<file path="src/rtl/serial_chunk_adder.sv">
// Chunk-loaded add/subtract unit: operands loaded CHUNK bits per button press,
// result computed bit-serially (one bit per clock) and held for display.
module serial_chunk_adder #(
   parameter int WIDTH       = 7,
   parameter int CHUNK       = 4,
   parameter int SYNC_STAGES = 2,
   localparam int NCHUNK     = (WIDTH + CHUNK - 1) / CHUNK,
   localparam int PW         = (NCHUNK > 1) ? $clog2(NCHUNK) : 1
) (
   input  logic             clk,
   input  logic             rst,
   input  logic             pb_x,
   input  logic             pb_y,
   input  logic             pb_go,
   input  logic             sub,
   input  logic [CHUNK-1:0] a,
   output logic [WIDTH-1:0] sum,
   output logic             cout,
   output logic             ovf,
   output logic             busy,
   output logic             done,
   output logic [PW-1:0]    chunk_x,
   output logic [PW-1:0]    chunk_y
);

   localparam int CW = $clog2(WIDTH);

   typedef enum logic [1:0] {IDLE, CALC, DONE} state_t;

   state_t                 state;
   logic [SYNC_STAGES-1:0] sync_x, sync_y, sync_go;
   logic                   prev_x, prev_y, prev_go;
   logic                   ev_x, ev_y, ev_go;
   logic [WIDTH-1:0]       x, y, x_load, y_load;
   logic [WIDTH-1:0]       xs, ys;
   logic [WIDTH-2:0]       r;
   logic [WIDTH-1:0]       r_next;
   logic                   c, bit_s, c_next;
   logic [CW-1:0]          cnt;

   // Sync and prev flops reset high so a button held through reset stays silent.
   assign ev_x  = sync_x[SYNC_STAGES-1]  & ~prev_x;
   assign ev_y  = sync_y[SYNC_STAGES-1]  & ~prev_y;
   assign ev_go = sync_go[SYNC_STAGES-1] & ~prev_go;

   function automatic logic [PW-1:0] bump(input logic [PW-1:0] p);
      return (p == PW'(NCHUNK - 1)) ? '0 : p + 1'b1;
   endfunction

   // Bits of a beyond the top of the last chunk never map to an operand bit.
   always_comb begin
      x_load = x;
      y_load = y;
      for (int unsigned i = 0; i < WIDTH; i++) begin
         if (chunk_x == PW'(i / CHUNK)) x_load[i] = a[i % CHUNK];
         if (chunk_y == PW'(i / CHUNK)) y_load[i] = a[i % CHUNK];
      end
   end

   always_comb begin
      bit_s  = xs[0] ^ ys[0] ^ c;
      c_next = (xs[0] & ys[0]) | (c & (xs[0] ^ ys[0]));
      r_next = {bit_s, r};
   end

   always_ff @(posedge clk) begin
      if (rst) begin
         state   <= IDLE;
         sync_x  <= '1;
         sync_y  <= '1;
         sync_go <= '1;
         prev_x  <= 1'b1;
         prev_y  <= 1'b1;
         prev_go <= 1'b1;
         x       <= '0;
         y       <= '0;
         xs      <= '0;
         ys      <= '0;
         r       <= '0;
         c       <= 1'b0;
         cnt     <= '0;
         sum     <= '0;
         cout    <= 1'b0;
         ovf     <= 1'b0;
         busy    <= 1'b0;
         done    <= 1'b0;
         chunk_x <= '0;
         chunk_y <= '0;
      end else begin
         sync_x  <= {sync_x[SYNC_STAGES-2:0], pb_x};
         sync_y  <= {sync_y[SYNC_STAGES-2:0], pb_y};
         sync_go <= {sync_go[SYNC_STAGES-2:0], pb_go};
         prev_x  <= sync_x[SYNC_STAGES-1];
         prev_y  <= sync_y[SYNC_STAGES-1];
         prev_go <= sync_go[SYNC_STAGES-1];

         if (state != CALC) begin
            if (ev_x) begin
               x       <= x_load;
               chunk_x <= bump(chunk_x);
            end
            if (ev_y) begin
               y       <= y_load;
               chunk_y <= bump(chunk_y);
            end
         end

         case (state)
            IDLE, DONE: begin
               if (ev_go) begin
                  xs    <= x;
                  ys    <= sub ? ~y : y;
                  c     <= sub;
                  cnt   <= '0;
                  busy  <= 1'b1;
                  done  <= 1'b0;
                  state <= CALC;
               end
            end
            CALC: begin
               xs  <= xs >> 1;
               ys  <= ys >> 1;
               r   <= r_next[WIDTH-1:1];
               c   <= c_next;
               cnt <= cnt + 1'b1;
               // On the last bit, c is still the carry into the MSB.
               if (cnt == CW'(WIDTH - 1)) begin
                  sum   <= r_next;
                  cout  <= c_next;
                  ovf   <= c ^ c_next;
                  busy  <= 1'b0;
                  done  <= 1'b1;
                  state <= DONE;
               end
            end
            default: state <= IDLE;
         endcase
      end
   end

endmodule

</file>
<file path="config.mk">
export PLATFORM = sky130hd
export DESIGN_NAME = serial_chunk_adder
export DESIGN_NICKNAME = d
export VERILOG_FILES = /design/src/rtl/serial_chunk_adder.sv
export SDC_FILE = /design/constraint.sdc
export NUM_CORES = 1
export LEC_CHECK = 0
export ABC_AREA = 0
export BUFFER_PORTS_ARGS = -buffer_cell sky130_fd_sc_hd__buf_2
export CORE_MARGIN = 2
export CORE_UTILIZATION = 35
export DETAILED_ROUTE_END_ITERATION = 10
export GPL_ROUTABILITY_DRIVEN = 0
export PLACE_DENSITY = 0.58
export SLEW_MARGIN = 20
export SYNTH_ARGS = -nofsm -noshare
export SYNTH_HDL_FRONTEND = slang
export SYNTH_SLANG_ARGS = --single-unit
</file>
<file path="constraint.sdc">
create_clock -name clk -period 2.8 [get_ports clk]
set_input_delay 0.28 -clock clk [delete_from_list [all_inputs] [get_ports clk]]
set_output_delay 0.28 -clock clk [all_outputs]
set_load 0.01 [all_outputs]
</file>
Yosys cells after proc, flatten, opt, wreduce, memory -nomap -nowiden. Index checks and enable logic that the tools add are counted.

Register bits after elaboration: 62. Input port bits: 10. Output and inout port bits: 13. Word-level logic and storage cells: 80.

Add/sub/neg operators: 3. Equal/unequal tests: 6. Multiplexer cells: 20. Bitwise logic cells: 15. Reduce and logical (&&, ||, !) cells: 13.

Operator list (number): 7-bit one-hot mux with 2 select lines (2); 7-bit two-way mux (3); 3-bit AND reduction (5); 2-bit AND reduction (5); 1-bit two-way mux (7); 7-bit NOT (1); 1-bit one-hot mux with 2 select lines (3); 3-bit one-hot mux with 2 select lines (1); 1-bit bitwise AND (5); 1-bit NOT (5); 2-bit two-way mux (2); 2-bit inequality test, second input constant (2); 2-bit one-hot mux with 2 select lines (1); 3-bit by 1-bit adder with 3-bit output, second input constant (1); 3-bit equality test, second input constant (1); 3-bit two-way mux (1); 1-bit XOR (3); 1-bit adder, second input constant (2); 2-bit by 1-bit equality test with 1-bit output, second input constant (1); 2-bit equality test, second input constant (1); 2-bit zero test (1); 2-bit by 1-bit inequality test with 1-bit output, second input constant (1); 2-bit nonzero test (1); 2-bit OR reduction (1); 1-bit bitwise OR (1).

Depth between registers and ports, before layout.
Depth in word-level cells: 4. Depth in mapped cells: 6. Gate-level depth less buffers: 5.

Worst setup path before layout. OpenSTA, ideal clock, no wires.

Kind: flip-flop to flip-flop. From: register state[0]. To: register done. Setup time: 0.128 ns. Arrival: 1.255 ns. Required time: 2.672 ns. Setup slack: 1.417 ns. Stages on the path, launching flop included: 7. Buffers on the path: 3. Clock period less this slack: 1.383 ns. Path through: dfxtp_1 -> buf_6 -> or3b_1 -> buf_2 -> buf_2 -> a21oi_1 -> nor2_1.

Word-level cells in the longest chain between the ends: 4. Elaborated cells on any way between the ends: 9. Classes of those cells: eq/ne (4); mux (1); reduce/logical (4).

RTL lines: start, declared (line 30) `state_t state;`; start signal, assigned (line 68) `state <= IDLE;`; start signal, assigned (line 117) `state <= CALC;`; start signal, assigned (line 133) `state <= DONE;`; 2-bit equality test / 2-bit zero test (equally long branches) (line 108) `case (state)`; 2-bit OR reduction (line 108); 2-bit inequality test (no line) / 2-bit nonzero test (equally long branches); 3-bit AND reduction (no line); end signal, assigned (line 86) `done <= 1'b0;`; end signal, assigned (line 116) `done <= 1'b0;`; end signal, assigned (line 132) `done <= 1'b1;`; end, declared (line 21) `output logic done,`.

Several ways; a longest one is shown, not always the timed one. A chain may end at the register's enable or synchronous reset.

Final worst setup path.
From: register state[0]. To: register y[3].

Word-level cells in the longest chain between the ends: 2.

RTL lines: 2-bit by 1-bit inequality test with 1-bit output (line 97) `if (state != CALC) begin`; 3-bit AND reduction (no line); end signal, assigned (line 103) `y <= y_load;`; end, declared (line 34) `logic [WIDTH-1:0] x, y, x_load, y_load;`.

No other way between the ends.

==> metrics.md <==
| Metric | Value |
|---|---|
| Setup-failing EPs final | `0` |
| Clock skew | `8.34 ps` |
| Final slew viol count | `0` |
| YS warnings | `0` |
| Vias/cell | `4.76` |
| CTS tree | `yes` |
| Total routed wirelength | `4.48 mm` |
| Synthesized flop and latch total | `62` |
| RSZ-0062 raised after global routing | `no` |
| Critical Path Sink Type | `flop` |
| Worst EP arrival | `1940 ps` |
| Place WS | `1130 ps` |
| Longest Clk Path Bufs | `2` |
| Seq/Total Area, Yosys | `50.7%` |
| Leakage power | `1.12 nW` |
| Maximum vdd ir drop | `353 uV` |
| Hold crit path type | `in2reg` |
| Final hold vios | `0` |
| Clock root buffer | `clkbuf_8` |
| Multi-input logic area | `1100 um2` |
| DR iter-0 viols | `79` |
| Height of the chip | `87.6 um` |
| Post-CTS Hold Fix Bufs | `0` |
| Syn_area_per_cell | `9.14 um2` |
| Final WS setup | `1130 ps` |
| Top-Level Pins | `23` |
| Die Area | `7680 um2` |
| Post-synthesis cell count | `268` |
| Total iterations of the first detailed-routing run | `4` |
| Nets | `295` |
| Worst slew pin tran | `907 ps` |
| Crit share post-route | `59.7%` |
| Clock sinks | `62` |
| Mapped Nets | `281` |
| Final ANT Viol Nets | `0` |
| Area delta synth->final | `14.4%` |
| Worst Setup Start Kind | `flop` |
| Congestion Overflow GR | `0` |
| CP max FO | `29` |
| DP HPWL | `2.78 mm` |
| Gr usage total | `13.1%` |
| Netlist cell types | `29` |
| Vias in the first global route | `1,643` |
| DRC violations left | `0` |
| Max Fclk | `598 MHz` |
| CTS buffer count | `9` |
| Clock Latency Late Sink | `330 ps` |
| Filler instances | `715` |
| CP required | `3060 ps` |
| Avg WL per Cell | `11.7 um` |
| Status | `complete, no violations` |
| Critical path class | `reg2reg` |
| Most frequent cells in the layout | `62 x dfxtp_1, 32 x nand2_1, 29 x a21oi_1` |
| Rel. slew slack | `39.6%` |
| First-pass GRT wire length | `7.74 mm` |
| Final cell count without fillers | `382` |
| Clock-pin slew on the worst setup and hold paths | `70 ps` |
| Largest net degree at the start of global routing | `47` |
| PortBufs | `22` |
| Power density over cell area | `642 nW/um2` |
| Register Area | `1240 um2` |
| Share of cells above drive strength 1 | `17.5%` |
| Final Total Pwr | `1.80 mW` |
| Number of diodes | `0` |
| Post-layout min period | `1670 ps` |
| Row cnt | `30` |
| CTS resizes | `0` |
| Initial antenna violation count | `0` |
| Core area | `6790 um2` |
| Setup TNS | `0 ps` |
| Initial Utilization | `36.0%` |
| Setup repair bufs after CTS | `0` |
| Via count | `1,819` |
| Post-Syn Area | `2450 um2` |
| Max-cap violations | `0` |
| Most common cell after layout, fill and taps aside | `dfxtp_1` |
| Cells after DPL | `367` |
| Die Wd | `87.6 um` |
| CTS HTree Levels | `3` |
==> synthesized netlist by cell type <==
cell / number / area [um2]
nor3_1: 10 / 50.1
nand4b_1: 1 / 8.76
ha_1: 2 / 25.0
nor4_1: 7 / 43.8
nand2b_1: 23 / 144
nand3b_1: 2 / 15.0
buf_1: 2 / 7.51
nand2_1: 32 / 120
xnor2_1: 1 / 8.76
a22oi_1: 6 / 45.0
fa_1: 1 / 20.0
or2_2: 9 / 56.3
dfxtp_1: 62 / 1240
a211oi_1: 1 / 7.51
nor3b_2: 1 / 12.5
buf_6: 2 / 22.5
mux2i_1: 14 / 140
nor2_1: 18 / 67.6
or3b_1: 3 / 26.3
nor2b_4: 1 / 13.8
nand3_1: 10 / 50.1
buf_2: 6 / 30.0
or3_1: 2 / 12.5
xor2_1: 8 / 70.1
o21ai_0: 2 / 10.0
and4b_1: 1 / 10.0
clkbuf_1: 11 / 41.3
a21oi_1: 29 / 145
inv_1: 1 / 3.75
==> routing by layer <==
layer | routed length [um] | part of all wire [%] | track usage (%)
met5 | 0 | 0 | 0
met4 | 48 | 1.1 | 4.20
met3 | 234 | 5.2 | 6.22
met2 | 1900 | 42 | 19.0
met1 | 2290 | 51 | 17.3
==> worst paths after layout <==
check | from | endpoint | depth (start not counted) | slack, ps
min reg2reg | sync_x[0]$_SDFF_PP1_ | sync_x[1]$_SDFF_PP1_ | 1 | 410
max reg2reg | state[0]$_SDFFE_PP0P_ | y[3]$_SDFFE_PP0P_ | 3 | 1130
min | pb_x | sync_x[0]$_SDFF_PP1_ | 2 | 120
max | state[0]$_SDFFE_PP0P_ | y[3]$_SDFFE_PP0P_ | 3 | 1130
==> registers in the layout (all words and copies together) (netlist names), 2 cells and up <==
register	cells
cnt	3
state	2
xs	7
sync_x	2
y	7
ys	7
sum	7
r	6
sync_go	2
x	7
sync_y	2
==> area by class of cell <==
cell class                      count  share of cell area [%]
Multi-Input combinational cell    184                    39.4
Clock buffer                       12                    5.90
Tap cell                           96                    4.29
Clock inverter                      3                    1.52
Timing Repair Buffer               24                    4.47
Inverter                            1                   0.134
Sequential cell                    62                    44.3
==> where the power goes <==
part / switching (mW) / internal (mW)
logic: 0.0494 / 0.0353
registers: 0.0118 / 0.901
clock network: 0.323 / 0.477
total: 0.384 / 1.41
==> worst max-delay path, stage by stage, from the launching register on <==
cell	delay [ps]
dfxtp_1	440
nor2b_4	610
or3_1	350
mux2i_1	210
==> metrics by stage <==
| step | util, % | cell area (um2) | hold WS [ps] |
|---|---|---|---|
| 5_1_grt | 41.2 | 2800 | 108 |
| 6_report | 41.2 | 2800 | 123 |
| 3_3_place_gp | 38.2 | 2590 | 392 |
| 2_1_floorplan | - | 2450 | 384 |
| 4_1_cts | 41.2 | 2800 | 108 |
| 3_5_place_dp | 38.2 | 2590 | 398 |
==> kinds of logic after synthesis <==
family | share of synthesized area [%]
AO/OA/AOI/OAI | 8.48
buffers and inverters | 4.29
AND/OR/NAND/NOR | 25.8
XOR/XNOR | 3.22
multiplexers | 5.72
adder cells (fa/ha/maj) | 1.84
flip-flops | 50.7
(Power assumes the default switching activity.)
